[src/rtl/id_stage.sv]
// RV32I decode / operand-fetch stage: OP, OP-IMM and LUI into ALU operand fields,
// 32x32 register file with write-through, one-entry output register toward execute.
module id_stage (
    input  logic        clk,
    input  logic        rst,
    input  logic        if_valid,
    output logic        if_ready,
    input  logic [31:0] if_instr,
    input  logic        wb_en,
    input  logic [4:0]  wb_rd,
    input  logic [31:0] wb_data,
    output logic        ex_valid,
    input  logic        ex_ready,
    output logic [31:0] ex_in1,
    output logic [31:0] ex_in2,
    output logic [2:0]  ex_funct3,
    output logic        ex_funct7,
    output logic [4:0]  ex_rd,
    output logic        ex_rd_we,
    output logic        illegal
);

    typedef enum logic [6:0] {
        OPC_OP     = 7'b0110011,
        OPC_OP_IMM = 7'b0010011,
        OPC_LUI    = 7'b0110111
    } opcode_e;

    logic [31:0] regs [32];

    logic [4:0]  rs1, rs2, rd;
    logic [2:0]  funct3;
    logic [31:0] op1, op2;
    logic        accept;

    logic        dec_legal;
    logic [31:0] dec_in1, dec_in2;
    logic [2:0]  dec_funct3;
    logic        dec_funct7;

    assign rs1    = if_instr[19:15];
    assign rs2    = if_instr[24:20];
    assign rd     = if_instr[11:7];
    assign funct3 = if_instr[14:12];

    assign if_ready = !rst && (!ex_valid || ex_ready);
    assign accept   = if_valid && if_ready;

    // x0 reads as zero; a same-cycle writeback to the source register is forwarded.
    assign op1 = (rs1 == 5'd0) ? 32'd0 : (wb_en && wb_rd == rs1) ? wb_data : regs[rs1];
    assign op2 = (rs2 == 5'd0) ? 32'd0 : (wb_en && wb_rd == rs2) ? wb_data : regs[rs2];

    // NOTE: every output of this block gets a default first so no path leaves it unassigned (no latch).
    always_comb begin
        dec_legal  = 1'b0;
        dec_in1    = op1;
        dec_in2    = op2;
        dec_funct3 = funct3;
        dec_funct7 = 1'b0;
        case (if_instr[6:0])
            OPC_OP: begin
                dec_legal  = 1'b1;
                dec_funct7 = if_instr[30];
            end
            OPC_OP_IMM: begin
                dec_legal  = 1'b1;
                dec_in2    = {{20{if_instr[31]}}, if_instr[31:20]};
                // Only SRAI carries the modifier; ADDI with imm[10] set must not turn into SUB.
                dec_funct7 = (funct3 == 3'b101) ? if_instr[30] : 1'b0;
            end
            OPC_LUI: begin
                dec_legal  = 1'b1;
                dec_in1    = 32'd0;
                dec_in2    = {if_instr[31:12], 12'd0};
                dec_funct3 = 3'b000;
            end
            default: ;
        endcase
    end

    // NOTE: the register file is reset on purpose (architectural state must start at zero),
    // so it is built from flops rather than an unreset RAM.
    always_ff @(posedge clk) begin
        if (rst) begin
            for (int i = 0; i < 32; i++) regs[i] <= '0;
        end else if (wb_en && wb_rd != 5'd0) begin
            regs[wb_rd] <= wb_data;
        end
    end

    // NOTE: sequential state uses non-blocking assignments so every flop samples pre-edge values.
    always_ff @(posedge clk) begin
        if (rst) begin
            ex_valid  <= 1'b0;
            ex_in1    <= '0;
            ex_in2    <= '0;
            ex_funct3 <= '0;
            ex_funct7 <= 1'b0;
            ex_rd     <= '0;
            ex_rd_we  <= 1'b0;
            illegal   <= 1'b0;
        end else begin
            illegal <= accept && !dec_legal;
            if (accept && dec_legal) begin
                ex_valid  <= 1'b1;
                ex_in1    <= dec_in1;
                ex_in2    <= dec_in2;
                ex_funct3 <= dec_funct3;
                ex_funct7 <= dec_funct7;
                ex_rd     <= rd;
                ex_rd_we  <= (rd != 5'd0);
            end else if (ex_ready) begin
                ex_valid <= 1'b0;
            end
        end
    end

endmodule

[config.mk]
export PLATFORM = sky130hd
export DESIGN_NAME = id_stage
export DESIGN_NICKNAME = d
export VERILOG_FILES = /design/src/rtl/id_stage.sv
export SDC_FILE = /design/constraint.sdc
export NUM_CORES = 2
export LEC_CHECK = 0
export BUFFER_PORTS_ARGS = -buffer_cell sky130_fd_sc_hd__buf_4
export CAP_MARGIN = 0
export CORE_MARGIN = 1
export CORE_UTILIZATION = 47
export CTS_BUF_LIST = sky130_fd_sc_hd__clkbuf_16
export DETAILED_ROUTE_END_ITERATION = 6
export GPL_TIMING_DRIVEN = 0
export HOLD_SLACK_MARGIN = 0.02
export PLACE_DENSITY = 0.72
export SYNTH_ARGS = -nofsm -noshare
export SYNTH_HDL_FRONTEND = slang
export SYNTH_SLANG_ARGS = --single-unit
[constraint.sdc]
create_clock -name clk -period 15.77 [get_ports clk]
set_clock_uncertainty 0.05 [all_clocks]
set_input_delay 4.731 -clock clk [delete_from_list [all_inputs] [get_ports clk]]
set_output_delay 4.731 -clock clk [all_outputs]
set_load 0.02 [all_outputs]
## After elaboration in Yosys (flattened, before gate mapping)

Memory sizes are Yosys's and may differ from the RTL's.
Index checks and enable logic that the tools add are counted.

| storage, ports and cells | value |
|---|---|
| memories kept | 1 |
| output and inout port bits | 77 |
| bits in registers | 76 |
| input bits | 74 |
| memory bits (writable) | 1024 |
| word-level logic and storage cells | 53 |

| operators by class | value |
|---|---|
| multiplexer cells | 20 |
| equality and inequality tests | 6 |
| reduce and logical (&&, ||, !) cells | 18 |

Memories:

| memory | words | bits a word | read ports | clocked after Yosys merged registers in | write ports | line | text |
|---|---|---|---|---|---|---|---|
| regs | 32 | 32 | 2 | 0 | 32 | 29 | `logic [31:0] regs [32];` |

Operators with widths:

| operator | count |
|---|---|
| 2-to-1 mux 32 bit | 6 |
| case mux 32 bit (2 select lines) | 1 |
| OR reduction 32 bit | 1 |
| equality test 7 x 6 -> 1 bit, second input constant | 2 |
| equality test 5 bit | 2 |
| logical NOT 5 bit | 2 |
| 2-to-1 mux 1 bit | 10 |
| nonzero test 5 bit | 2 |
| equality test 7 x 5 -> 1 bit, second input constant | 1 |
| logical AND 1 bit | 7 |
| 2-to-1 mux 5 bit | 1 |
| equality test 3 bit, second input constant | 1 |
| logical NOT 1 bit | 3 |
| 2-to-1 mux 3 bit | 1 |
| OR reduction 3 bit | 1 |
| case mux 1 bit (2 select lines) | 1 |
| nonzero test 2 bit | 1 |
| logical OR 1 bit | 1 |

## Logic depth before layout (Yosys ltp)

| logic depth | value |
|---|---|
| word-level depth | 7 |
| mapped depth | 11 |
| mapped depth without buffers | 6 |

## Worst setup path before layout

Ideal clock, no wire load.

| path | value |
|---|---|
| kind | input port to output port |
| start point | input rst |
| end point | output if_ready |
| required time | 10.989 ns |
| stages | 5 |
| slack | 5.291 ns |
| arrival | 5.698 ns |
| path buffers | 3 |
| cells stage by stage | clkbuf_1 > inv_1 > clkbuf_1 > clkbuf_1 > and2_1 |

| on the way | value |
|---|---|
| word-level cells in the longest chain between the ends | 2 |

RTL lines:

| item | line | text |
|---|---|---|
| start, declared | 5 | `input logic rst,` |
| logical NOT 1 bit | 46 | `assign if_ready = !rst && (!ex_valid \|\| ex_ready);` |
| logical AND 1 bit | 46 |  |
| end, declared | 7 | `output logic if_ready,` |

Every way passes these cells.

## Worst setup path after layout

Ends and elaborated chain as after synthesis.

==> key figures <==
Place
  – Placed insts: 5,778
  – Port Buffers: 140
  – Place WS: 3.828 ns
  – GP Congestion: 1.105
  – Detail Placement HPWL: 192,300 um

Synthesis
  – Ys flop type: edfxtp_1
  – Mux cell area share after synthesis: 21.25%
  – Register area share after synthesis: 56.24%
  – Combinational family with the most area after synthesis: multiplexers
  – EDFF count, synth: 1,024
  – Number of synthesized register bits: 1,100
  – Main area contributors after synthesis: edfxtp_1 (54%), mux4_2 (19%), and2_1 (11%)
  – Post-Syn Area: 57,380 um^2
  – Xor and xnor fraction of the mapped netlist area: 0.1526%
  – Simple-Gate Fraction of Synth Area: 13.56%
  – Synth warn: 0
  – Post-Synth Adder-Cell Area: 0.01745%
  – Post-synth top area share: 53.59%
  – Syn avg cell area: 14.51 um^2
  – Compound-Gate Fraction of Synth Area: 5.449%
  – Post-synth cell types: 60
  – Fraction of registers with async set or reset after synthesis: 0%
  – Post-synth top area cell: edfxtp_1
  – Syn Inst Count: 3,955

CTS
  – Clock latency on the worst-skew pair: 0.77 ns
  – H-tree depth: 3
  – CTS sink cnt: 1,100
  – Post-cts gate resize count: 0
  – CTS tree: done
  – Maximum buffer depth of the clock tree: 3
  – CTS buffer count: 116
  – Clock transition at path regs: 0.06 ns
  – Setup bufs post-CTS: 0
  – Post-CTS Hold Fix Bufs: 0
  – Clock root cell: clkbuf_16

Global route
  – Largest net degree at the start of global routing: 22
  – Vias in the first global route: 40,980
  – First-pass GRT wire length: 355,800 um
  – Antenna violations before repair: 17
  – GRT overflow: 0
  – All-layer global routing usage: 44.22%

Pwr
  – Ratio of total power to cell area: 110.4 nW/um^2
  – Max IR drop VDD: 115.7 uV
  – Sw power: 1975 uW
  – Combinational fraction of design power: 13.5%
  – P_int: 5279 uW
  – Clock network power share: 39.4%
  – Sw Ratio: 27.23%
  – Pleak: 0.02287 uW
  – Reg power frac: 47.1%

STA
  – Fin. max-slew vios: 158
  – Relative slew slack: -16.55%
  – Fin crit period: 12.29 ns
  – RSZ-0062 raised after global routing: no
  – Final setup TNS: 0 ns
  – Worst Tran Pin Value: 1.748 ns
  – Fmax: 81.36 MHz
  – Final worst slack: 3.479 ns
  – Crit share post-route: 77.94%
  – Fin. Hold Viols: 0
  – # setup viols final: 0
  – Hold Worst Slack: 0.4018 ns

Die
  – # rows: 127
  – IO Count: 151
  – Starting density of the core: 47.64%
  – Core Region: 120,400 um^2
  – Chip Width: 351.4 um
  – Die ar.: 123,500 um^2
  – DIE HEIGHT: 351.4 um

Layout
  – Area growth syn-to-layout: 14.52%
  – Most frequent cells in the layout: edfxtp_1 (1,024), and2_1 (997), mux4_2 (477), clkbuf_1 (276), buf_4 (180)
  – Share of cells above drive strength 1: 23.05%
  – Fin cells: 6,018
  – Nets: 4,359
  – Most common cell after layout, fill and taps aside: edfxtp_1

Detailed routing
  – Routed vias/inst: 7.329
  – Final ANT Viol Nets: 0
  – Iteration-0 DRC count of the detailed router: 8,811
  – Post-Route WL: 273,900 um
  – DRC violations left: 22
  – Routed WL per cell: 45.51 um
  – DR pass1 iterations: 7
  – Total number of vias: 44,100

Critical path
  – R2r setup slk: 12.31 ns
  – Slowest CP cell: clkbuf_1
  – Reg2reg end: ex_in1[31]
  – Crit path cell chain: clkbuf_1, inv_1, clkbuf_1, clkbuf_1, and2_1, buf_4
  – Worst reg2reg path startpoint: ex_valid
  – Levels on crit path: 6
  – Worst reg2reg path depth: 8
  – Critical path's top delay family: buffers and inverters
  – Worst EP required: 10.99 ns
  – CP endpoint kind: primary output
  – Most frequent CP cell: clkbuf_1
  – Critical path arrival: 7.51 ns
  – Crit-path max cell delay: 0.97 ns
  – Type of origin of the critical path: input port
  – Critical path peak fanout: 10
  – Crit path kind: in -> out
  – WP buf/inv: 5

Worst hold path
  – Worst hold path type: reg -> reg
  – Hold Crit Start: ex_rd[2]
  – Worst Hold Endpoint: ex_rd[2]
  – Worst Hold Depth: 2

Status
  – Failing checks: design-rule violations, max-capacitance violations, max-slew violations
  – Outcome: complete, but fails checks

Flow run
  – Max_cap viols: 16
==> registers in the layout (all words and copies together) (netlist names) <==
| name | flops |
|---|---|
| ex_rd | 5 |
| ex_in1 | 32 |
| illegal | 1 |
| regs | 1024 |
| ex_valid | 1 |
| ex_funct3 | 3 |
| ex_rd_we | 1 |
| ex_in2 | 32 |
| ex_funct7 | 1 |
==> worst max path at each step <==
stage / startpoint / end
after floorplan: rst / if_ready
after global placement: wb_rd[2] / regs[24][28]
after detailed placement: rst / if_ready
after CTS: rst / if_ready
after global routing: rst / if_ready
final: rst / if_ready
==> stage by stage <==
| step | cell area [um^2] | utilization [%] | power [uW] |
|---|---|---|---|
| final | 65710 | 54.55 | 7255 |
| after global routing | 65660 | 54.51 | 7298 |
| after CTS | 65640 | 54.50 | 7131 |
| after detailed placement | 61810 | 51.32 | 4382 |
| after global placement | 60560 | 50.28 | 4353 |
| after floorplan | 57490 | - | 3931 |
==> power groups by stage <==
stage                     clock network [uW]  registers, uW  logic, uW
after floorplan                            0           3450        480
after global placement                     0           3490        864
after detailed placement                   0           3470        909
after CTS                               2810           3410        912
after global routing                    2910           3430        953
final                                   2860           3420        977
==> cell type report <==
class,instances,area [um^2]
inverter,7,26.28
buffer,413,1892
clock buffer,119,2978
sequential,1100,32270
tap,1612,2017
multi-input combinational,2466,23690
antenna,19,47.55
clock inverter,101,852.1
timing repair buffer,181,1939
fill,9801,54740
==> cells in the mapped netlist (all sizes together) (6+ instances only) <==
| cell type | count |
|---|---|
| a211oi | 29 |
| a21oi | 69 |
| a221oi | 44 |
| a222oi | 10 |
| a22o | 10 |
| a22oi | 46 |
| and2 | 998 |
| buf | 131 |
| clkbuf | 282 |
| dfxtp | 76 |
| edfxtp | 1024 |
| inv | 7 |
| mux2 | 7 |
| mux2i | 137 |
| mux4 | 477 |
| nand2 | 108 |
| nand2b | 10 |
| nand3 | 43 |
| nand3b | 10 |
| nand4 | 9 |
| nor2 | 102 |
| nor2b | 15 |
| nor3 | 11 |
| o211ai | 34 |
| o21ai | 100 |
| o221ai | 8 |
| o22ai | 98 |
| xnor2 | 6 |
==> routing by layer <==
| layer | global-route usage (%) | vias to the layer above | wire length [um] |
|---|---|---|---|
| met2 | 57.26 | 4988 | 104800 |
| met3 | 24.28 | 1264 | 52280 |
| met1 | 53.81 | 21910 | 88610 |
| met5 | 1.648 | - | 430 |
| li1 | - | 15930 | - |
| met4 | 35.02 | 16 | 27750 |
==> logic make-up (layout without fill, tap and decap cells) <==
group	after synthesis	count (layout)
AO/OA/AOI/OAI	473	473
adder cells (fa/ha/maj)	1	1
XOR/XNOR	10	10
AND/OR/NAND/NOR	1329	1329
buffers and inverters	420	821
flip-flops	1100	1100
other	1	51
multiplexers	621	621
==> worst min-delay path, cell delays in order (launching register included) <==
cell and delay (ns):
dfxtp_1 0.31, nand2_1 0.05, a21oi_1 0.05
(Power assumes the default switching activity.)
